**config.mk**
```make
export PLATFORM = sky130hd
export DESIGN_NAME = s1_bram_writer_flat
export DESIGN_NICKNAME = d
export VERILOG_FILES = /design/src/rtl/s1_bram_writer_if.sv /design/src/rtl/s1_bram_writer.sv /design/src/flat_wrapper.sv
export SDC_FILE = /design/constraint.sdc
export NUM_CORES = 1
export LEC_CHECK = 0
export ABC_AREA = 0
export CORE_ASPECT_RATIO = 0.6
export CORE_MARGIN = 5
export CORE_UTILIZATION = 39
export CTS_CLUSTER_DIAMETER = 30
export DETAILED_ROUTE_END_ITERATION = 8
export PLACE_DENSITY = 0.87
export SLEW_MARGIN = 30
export SYNTH_ARGS = -nofsm -noshare
export SYNTH_HDL_FRONTEND = slang
export SYNTH_SLANG_ARGS = --single-unit
```
**constraint.sdc**
```tcl
create_clock -name clk -period 1.4 [get_ports clk]
set_clock_uncertainty 0.05 [all_clocks]
set_input_delay 0.28 -clock clk [delete_from_list [all_inputs] [get_ports clk]]
set_output_delay 0.28 -clock clk [all_outputs]
set_load 0.005 [all_outputs]
```
**src/rtl/s1_bram_writer_if.sv**
```systemverilog
// Stage-1 writer bus: the result stream from the stage-1 producer, plus the
// BRAM write port that the writer drives.
//   in_valid/in_data/in_last : producer -> writer, beat qualifier, signed result, frame end
//   in_ready                 : writer -> producer, beat taken this cycle
//   bram_we/bram_addr/bram_din : writer -> BRAM write port
// Modports: master = producer/BRAM side, slave = writer side.
interface s1_bram_writer_if #(
    parameter int IN_WIDTH = 36
);
    logic                       in_valid;
    logic signed [IN_WIDTH-1:0] in_data;
    logic                       in_last;
    logic                       in_ready;
    logic                       bram_we;
    logic [7:0]                 bram_addr;
    logic [16:0]                bram_din;

    modport master (
        output in_valid, in_data, in_last,
        input  in_ready, bram_we, bram_addr, bram_din
    );

    modport slave (
        input  in_valid, in_data, in_last,
        output in_ready, bram_we, bram_addr, bram_din
    );
endinterface

```
**src/rtl/s1_bram_writer.sv**
```systemverilog
// s1_bram_writer: takes one 8x8x3 frame (192 signed stage-1 results), shifts
// and clamps each to 17-bit unsigned and writes it into BRAM at its beat
// index (cha*64 + row*8 + col). After the last write it pulses data_done and
// waits for the stage-2 consumer to raise s2_busy before taking a new frame.
// Ports:
//   clk, reset     : clock, asynchronous active-high reset
//   bus (slave)    : in_valid/in_data/in_last/in_ready stream, bram_we/addr/din
//   s2_busy        : stage-2 consumer busy
//   data_done      : one-cycle pulse once the frame is fully written
//   busy           : writer is not idle
//   frame_err      : one-cycle pulse when in_last disagrees with the beat count
//   ovf_count      : (only with S1_WRITER_OVF_COUNT_EN) beats clamped high, sat. 255
// Optional feature macro: S1_WRITER_OVF_COUNT_EN.
module s1_bram_writer #(
    parameter int IN_WIDTH = 36,
    parameter int SHIFT    = 0
) (
    input  logic              clk,
    input  logic              reset,
    s1_bram_writer_if.slave   bus,
    input  logic              s2_busy,
    output logic              data_done,
    output logic              busy,
    output logic              frame_err
`ifdef S1_WRITER_OVF_COUNT_EN
    ,
    output logic [7:0]        ovf_count
`endif
);

    localparam logic [7:0] LAST_BEAT = 8'd191;
    localparam logic signed [IN_WIDTH-1:0] DIN_MAX = IN_WIDTH'(131071);

    typedef enum logic [2:0] {
        IDLE,
        FILL,
        FLUSH,
        DONE,
        WAIT_ACK
    } state_t;

    state_t state, state_nxt;

    logic [7:0]                 cnt;
    logic                       accept;
    logic                       last_beat;
    logic                       entering_fill;
    logic signed [IN_WIDTH-1:0] shifted;
    logic                       over;
    logic [16:0]                din_clamped;

    assign accept        = bus.in_valid && (state == FILL);
    assign last_beat     = (cnt == LAST_BEAT);
    assign entering_fill = (state == IDLE) && !s2_busy;

    // Arithmetic shift keeps the sign, so negatives stay negative and clamp to 0.
    assign shifted     = $signed(bus.in_data) >>> SHIFT;
    assign over        = (shifted > DIN_MAX);
    assign din_clamped = shifted[IN_WIDTH-1] ? 17'd0 :
                         over                ? 17'h1ffff : shifted[16:0];

    always_ff @(posedge clk or posedge reset) begin
        if (reset) state <= IDLE;
        else       state <= state_nxt;
    end

    always_comb begin
        state_nxt = state;
        case (state)
            IDLE:     if (!s2_busy) state_nxt = FILL;
            FILL:     if (accept && last_beat) state_nxt = FLUSH;
            FLUSH:    state_nxt = DONE;
            DONE:     state_nxt = WAIT_ACK;
            WAIT_ACK: if (s2_busy) state_nxt = IDLE;
            default:  state_nxt = IDLE;
        endcase
    end

    assign bus.in_ready = (state == FILL);
    assign data_done    = (state == DONE);
    assign busy         = (state != IDLE);

    // Write port is registered: the beat accepted in cycle N is written in
    // N+1, which puts the write of beat 191 in the FLUSH cycle.
    always_ff @(posedge clk or posedge reset) begin
        if (reset) begin
            cnt           <= '0;
            bus.bram_we   <= 1'b0;
            bus.bram_addr <= '0;
            bus.bram_din  <= '0;
            frame_err     <= 1'b0;
        end else begin
            bus.bram_we <= accept;
            // in_last must be set on beat 191 and only there; flagging it
            // does not disturb counting or writing.
            frame_err   <= accept && (bus.in_last != last_beat);
            if (entering_fill)
                cnt <= '0;
            else if (accept)
                cnt <= cnt + 8'd1;
            if (accept) begin
                bus.bram_addr <= cnt;
                bus.bram_din  <= din_clamped;
            end
        end
    end

`ifdef S1_WRITER_OVF_COUNT_EN
    // Cleared when a frame starts so the value stays readable after data_done.
    always_ff @(posedge clk or posedge reset) begin
        if (reset)
            ovf_count <= '0;
        else if (entering_fill)
            ovf_count <= '0;
        else if (accept && over && (ovf_count != 8'hff))
            ovf_count <= ovf_count + 8'd1;
    end
`endif

endmodule

```
**src/flat_wrapper.sv**
```systemverilog
// flat-port wrapper written by rule: the top's interface ports become plain ports
module s1_bram_writer_flat 
#(
    parameter int IN_WIDTH = 36,
    parameter int SHIFT    = 0
)
  (clk, reset, s2_busy, data_done, busy, frame_err, bus_in_valid, bus_in_data, bus_in_last, bus_in_ready, bus_bram_we, bus_bram_addr, bus_bram_din);
  s1_bram_writer_if #(.IN_WIDTH(IN_WIDTH)) bus_i ();
  input  logic clk;
  input  logic reset;
  input  logic s2_busy;
  output logic data_done;
  output logic busy;
  output logic frame_err;
  input wire logic [$bits(bus_i.in_valid)-1:0] bus_in_valid;
  input wire logic [$bits(bus_i.in_data)-1:0] bus_in_data;
  input wire logic [$bits(bus_i.in_last)-1:0] bus_in_last;
  output wire logic [$bits(bus_i.in_ready)-1:0] bus_in_ready;
  output wire logic [$bits(bus_i.bram_we)-1:0] bus_bram_we;
  output wire logic [$bits(bus_i.bram_addr)-1:0] bus_bram_addr;
  output wire logic [$bits(bus_i.bram_din)-1:0] bus_bram_din;
  assign bus_i.in_valid = bus_in_valid;
  assign bus_i.in_data = bus_in_data;
  assign bus_i.in_last = bus_in_last;
  assign bus_in_ready = bus_i.in_ready;
  assign bus_bram_we = bus_i.bram_we;
  assign bus_bram_addr = bus_i.bram_addr;
  assign bus_bram_din = bus_i.bram_din;
  s1_bram_writer #(.IN_WIDTH(IN_WIDTH), .SHIFT(SHIFT)) u_core (.clk(clk), .reset(reset), .bus(bus_i), .s2_busy(s2_busy), .data_done(data_done), .busy(busy), .frame_err(frame_err));
endmodule
```
==> results of run 1 <==
## cell type report
type	instances	area [um^2]	area share, %
Inverter	5	21.3	0.679
Sequential cell	38	952	30.4
Multi-Input combinational cell	127	853	27.3
Tap cell	63	78.8	2.52
Clock buffer	7	86.3	2.76
Clock inverter	1	5.00	0.160
Timing Repair Buffer	115	1130	36.2
## worst reg2reg max path, cell delays in order (launching register included)
cell and delay (ns):
dfrtp_1 0.41, buf_6 0.14, buf_6 0.11, or4_4 0.53, o311ai_0 0.12, o41ai_1 0.12
## path summary, 6_finish.rpt
kind	from	to	slack [ns]
worst min register to register	u_core.bus.bram_addr[3]	u_core.bus.bram_addr[3]	0.42
worst max register to register	u_core.state[2]	u_core.cnt[6]	-0.21
min in group clk	u_core.bus.bram_addr[3]	u_core.bus.bram_addr[3]	0.42
max in group asynchronous	reset	u_core.state[1]	0.79
worst max-delay path	u_core.state[2]	busy	-0.23
worst min-delay path	reset	u_core.bus.bram_addr[2]	0.30
## metrics by stage
| step | util [%] | setup WS, ns |
|---|---|---|
| after floorplan | - | -0.0832 |
| after global placement | 61.3 | -0.418 |
| after detailed placement | 61.3 | -0.471 |
| after CTS | 67.6 | -0.200 |
| after global routing | 69.7 | -0.273 |
| final | 69.7 | -0.233 |
## metal layers
metal / wire, um / global-route usage [%] / vias up
met5: 0 / 0 / -
met4: 14 / 3.45 / 0
met3: 366 / 5.80 / 4
met2: 2710 / 28.8 / 59
met1: 2640 / 26.2 / 885
li1: - / - / 879
## cells in the mapped netlist, types with 2 or more instances
| master | number | area [um^2] |
|---|---|---|
| a31oi_1 | 7 | 43.8 |
| inv_1 | 4 | 15.0 |
| buf_2 | 8 | 40.0 |
| nor4_1 | 5 | 31.3 |
| or4_1 | 4 | 30.0 |
| nor2_1 | 18 | 67.6 |
| nand3_1 | 2 | 10.0 |
| mux2i_1 | 9 | 90.1 |
| dfrtp_1 | 38 | 951 |
| or3_1 | 3 | 18.8 |
| clkbuf_1 | 2 | 7.51 |
| o31ai_1 | 3 | 22.5 |
| nor3_1 | 2 | 10.0 |
| a32oi_1 | 10 | 87.6 |
| nand2_1 | 41 | 154 |
| o21ai_0 | 2 | 10.0 |
| a21oi_1 | 5 | 25.0 |
| nor3b_1 | 3 | 22.5 |
## what timing repair did
item	in CTS	in global routing
resized for setup	61	17
buffers inserted	15	3
gates cloned	2	0
setup endpoints to repair	65	40
pin swaps	8	8
## registers in the layout, summed over array words and instances (netlist names)
name,cells
u_core.bus.bram_addr,8
u_core.bus.bram_din,17
u_core.bus.bram_we,1
u_core.cnt,8
u_core.frame_err,1
u_core.state,3
## logic make-up (layout without fill, tap and decap cells)
group                      Yosys count  count (layout)  share of synthesized area (%)
muxes                                9               9                           5.04
DFF                                 38              38                           53.2
buffers and inverters               18             128                           4.97
AOI/OAI and AO/OA                   31              31                           12.5
xor gates and xnor gates             1               1                          0.490
adders and majority gates            1               1                          0.700
and+or+nand+nor                     85              85                           23.2
## power by group through the flow
stage | sequential (mW) | clock, mW | combinational, mW
after floorplan | 1.47 | 0 | 0.315
after global placement | 1.42 | 0 | 0.945
after detailed placement | 1.43 | 0 | 0.978
after CTS | 1.40 | 0.787 | 1.00
after global routing | 1.45 | 0.851 | 1.15
final | 1.43 | 0.777 | 1.04
==> impl_metrics.json, run 1 <==
{
  "clock-sinks": 38,
  "grt-ovfl-total": 0,
  "synthArstFlopShare_pct": 100,
  "slowest_delay_ns": 0.41,
  "finalPower_mw": 3.24,
  "drtIter0Drc": 100,
  "h-tree-depth": 2,
  "stdcell_count": 356,
  "std_cell_rows": 19,
  "final_common_cell": "nand2_1",
  "drive_gt1_share_pct": 27.0,
  "slew_headroom_pct": 77.6,
  "reg2reg_depth": 5,
  "numPortBuffers": 70,
  "worstPathRequired_ns": 1.07,
  "dr.pass1.iters": 4,
  "wl_mm": 5.74,
  "fin_area_um2": 3130,
  "drtAntennaViolNets": 0,
  "grtUsageTotal_pct": 18.7,
  "rsz0062_at_grt": "yes",
  "die_w_um": 97.4,
  "yosys_most_used_dff": "dfrtp_1",
  "ir_worst_vdd_mv": 0.443,
  "worstPathCellList": "buf_6 > or3_1 > buf_2",
  "final_cell_mix": "nand2_1 (39), dfrtp_1 (37), clkdlybuf4s50_1 (36), dlygate4sd2_1 (31), buf_4 (28)",
  "cp-start-kind": "flop",
  "syn_to_final_growth_pct": 75.1,
  "min_path_type": "in -> async",
  "cp.buffers_inverters": 2,
  "syn_inst": 183,
  "power_switching_mw": 0.970,
  "yosys_warnings": 0,
  "placed_area_um2": 2750,
  "antenna_cells": 0,
  "crit_cells": 3,
  "critical_path_class": "reg -> out",
  "cp_data_arrival_time_ns": 1.30,
  "cts_buffer_depth": 2,
  "place_congestion": 0.824,
  "status": "complete, but fails checks",
  "synth_seq_cells": 38,
  "tns_ns": -5.11,
  "fin_nets": 334,
  "ys_seq_area_share_pct": 53.2,
  "route.detailed.drc": 0,
  "failed_checks": "negative setup slack",
  "grt_pass1_vias": 1840,
  "max_freq_ghz": 0.612,
  "num_io_pins": 71,
  "start_util_pct": 39.8,
  "synth.avg_cell_area_um2": 9.77,
  "clk_latency_ns": 0.28,
  "p_leak_nw": 1.46,
  "clkTransAtPathRegs_ns": 0.08,
  "root_buffer": "clkbuf_8",
  "layout_setup_ws_ns": -0.233,
  "dp.cells": 328,
  "drv_cap": 0,
  "hold_buffers": 0,
  "min_period_ns": 1.63,
  "grt_pass1_wl_mm": 9.32,
  "p_int_mw": 2.27,
  "cp-end-kind": "output pin",
  "cts_tree": "built",
  "cp_max_fo": 5,
  "slowest_stage": "dfrtp_1",
  "cp_top_family": "flip-flops",
  "netlist_area_um2": 1790,
  "slew_viol_final": 0,
  "syn_nets": 225,
  "wl_per_cell_um": 16.1,
  "switching_share_pct": 29.9,
  "tightestPinTransition_ns": 0.328,
  "ys_types": 35,
  "antenna_found_initial": 0,
  "viasPerCell": 5.13,
  "hold_viol": 0,
  "synth_edf_count": 0,
  "power_density_nw_per_um2": 1040,
  "grt_max_degree": 39,
  "place_hpwl_mm": 3.78,
  "die_area_um2": 6080,
  "power_frac_clock_pct": 24.0,
  "core-area_um2": 4490,
  "dr_total_vias": 1827,
  "cts_buffers": 5,
  "power_frac_seq_pct": 44.0,
  "die_h_um": 62.4,
  "whs_ns": 0.295,
  "p_comb_share_pct": 32.1,
  "setup_viol": 37,
  "post-route-period-util_pct": 117,
  "fillCellCount": 337
}
(Power assumes the default switching activity.)
==> run 2, diff against run 1 <==
- CORE_UTILIZATION: 39 -> 25
- PLACE_DENSITY: 0.87 -> 0.64
- REMOVE_ABC_BUFFERS: not set -> 1
==> run 2 against run 1 <==
Effect of this change: the flow still finishes with violations (negative setup slack); highest routed layer unchanged; final area grew 9.2%; via count is essentially flat; critical endpoint is now u_core.state[1]; sequential share of layout area shrank 2.5 points; worst hold slack gained 0.023 ns; power grew 12%; sequential power is essentially flat.
==> impl_metrics.json, run 2 (synthesized netlist as in run 1, its figures left out) <==
{
  "hold_buffers": 0,
  "largest_reg_flops": 17,
  "power_density_nw_per_um2": 1060,
  "tightestPinTransition_ns": 0.331,
  "wl_mm": 6.12,
  "worstPathRequired_ns": 1.53,
  "min_period_ns": 1.57,
  "die_area_um2": 9000,
  "cts_tree": "built",
  "start_util_pct": 26.2,
  "wl_per_cell_um": 15.8,
  "finalPower_mw": 3.64,
  "clkTransAtPathRegs_ns": 0.06,
  "critPathLaunch": "u_core.state[2]",
  "p_leak_nw": 1.56,
  "grtUsageTotal_pct": 13.5,
  "hold_viol": 0,
  "r2r_end": "u_core.state[1]",
  "failed_checks": "negative setup slack",
  "clk_latency_ns": 0.28,
  "h-tree-depth": 2,
  "grt-ovfl-total": 0,
  "antenna_found_initial": 0,
  "place_hpwl_mm": 3.90,
  "grt_pass1_wl_mm": 9.54,
  "cp-start-kind": "flop",
  "ir_worst_vdd_mv": 0.597,
  "route.detailed.drc": 0,
  "top_register": "u_core.bus.bram_din",
  "slew_headroom_pct": 77.9,
  "dp.cells": 356,
  "grt_pass1_vias": 1843,
  "std_cell_rows": 23,
  "critical_path_class": "reg -> reg",
  "fillCellCount": 647,
  "dr.pass1.iters": 4,
  "min_path_type": "in -> async",
  "reg2reg_depth": 4,
  "dp_slack_ns": -0.466,
  "cts_buffer_depth": 2,
  "drtIter0Drc": 120,
  "cts_buffers": 5,
  "final_cell_mix": "nand2_1 (39), clkdlybuf4s50_1 (36), dfrtp_1 (36), buf_4 (29), dlygate4sd2_1 (27)",
  "whs_ns": 0.318,
  "drtAntennaViolNets": 0,
  "stdcell_count": 388,
  "viasPerCell": 4.71,
  "dr_total_vias": 1826,
  "post-route-period-util_pct": 112,
  "cp_max_fo": 7,
  "core-area_um2": 6820,
  "tns_ns": -2.83,
  "grt_max_degree": 39,
  "layout_setup_ws_ns": -0.166,
  "drive_gt1_share_pct": 33.6,
  "place_congestion": 0.774,
  "status": "complete, but fails checks",
  "max_freq_ghz": 0.638,
  "fin_nets": 342,
  "final_common_cell": "nand2_1",
  "rsz0062_at_grt": "yes",
  "cp_data_arrival_time_ns": 1.70,
  "num_io_pins": 71,
  "die_w_um": 119,
  "cp-end-kind": "flop",
  "setup_viol": 36,
  "root_buffer": "clkbuf_16",
  "syn_to_final_growth_pct": 91.2,
  "slew_viol_final": 0,
  "drv_cap": 0,
  "die_h_um": 75.5,
  "numPortBuffers": 70,
  "clock-sinks": 38,
  "rrSetupSlack_ns": -0.17,
  "top_regs": "u_core.bus.bram_din x17, u_core.bus.bram_addr x8, u_core.cnt x8",
  "antenna_cells": 0,
  "timing.rr.start": "u_core.state[2]"
}
-- run 2: changes by cell type in the layout (fill, tap and decap cells not counted), sizes merged --
| cell | previous run | this run |
|---|---|---|
| dlygate4sd2 | 31 | 27 |
| clkbuf | 7 | 6 |
| clkinvlp | 0 | 1 |
| clkdlybuf4s15 | 0 | 1 |
| buf | 47 | 58 |
-- run 2: timing repair --
item / 4_1_cts / 5_1_grt
gates cloned: 4 / 0
gates resized for setup: 95 / 18
hold endpoints to repair: 0 / 0
setup endpoints to repair: 65 / 39
pin swaps: 29 / 6
setup buffers: 17 / 6
-- run 2: worst max path at each step --
stage	end	slack, ns	depth (start not counted)
6_report	u_core.state[1]	-0.17	4
5_1_grt	u_core.state[1]	-0.23	6
4_1_cts	busy	-0.16	2
3_5_place_dp	u_core.bus.bram_din[7]	-0.47	5
3_3_place_gp	u_core.bus.bram_din[12]	-0.42	5
2_1_floorplan	u_core.bus.bram_din[10]	-1.52	4
-- run 2: where the power goes --
part	internal, mW	leakage [nW]	switching [mW]
registers	1.30	0.470	0.131
clock network	0.705	0.0729	0.439
logic	0.586	1.01	0.480
total	2.59	1.56	1.05
-- run 2: critical path: stages, from the launching register on --
cell,delay (ns)
dfrtp_2,0.45
nand4bb_4,0.31
buf_6,0.18
or4_4,0.41
o31ai_2,0.08
-- run 2: stage by stage --
step                      instance area, um^2  util [%]
after detailed placement                 2800      41.1
after global placement                   2800      41.1
after global routing                     3420      50.1
after CTS                                3310      48.6
final                                    3420      50.1
after floorplan                          1720         -
-- run 2: layout make-up --
| class | instances | area, um^2 | share of cell area (%) |
|---|---|---|---|
| flip-flops and latches | 38 | 953 | 27.9 |
| multi-input cells | 127 | 937 | 27.4 |
| clock buffers | 6 | 139 | 4.06 |
| repair buffers | 123 | 1250 | 36.5 |
| clock inverters | 2 | 12.5 | 0.366 |
| inverters | 5 | 18.8 | 0.549 |
| well taps | 87 | 109 | 3.18 |
-- run 2: per-layer routing --
metal	vias up	routed length, um	GRT usage, %
met5	-	0	0
met4	0	36	3.47
met3	2	384	4.38
met2	40	2750	20.6
met1	889	2940	18.8
li1	895	-	-
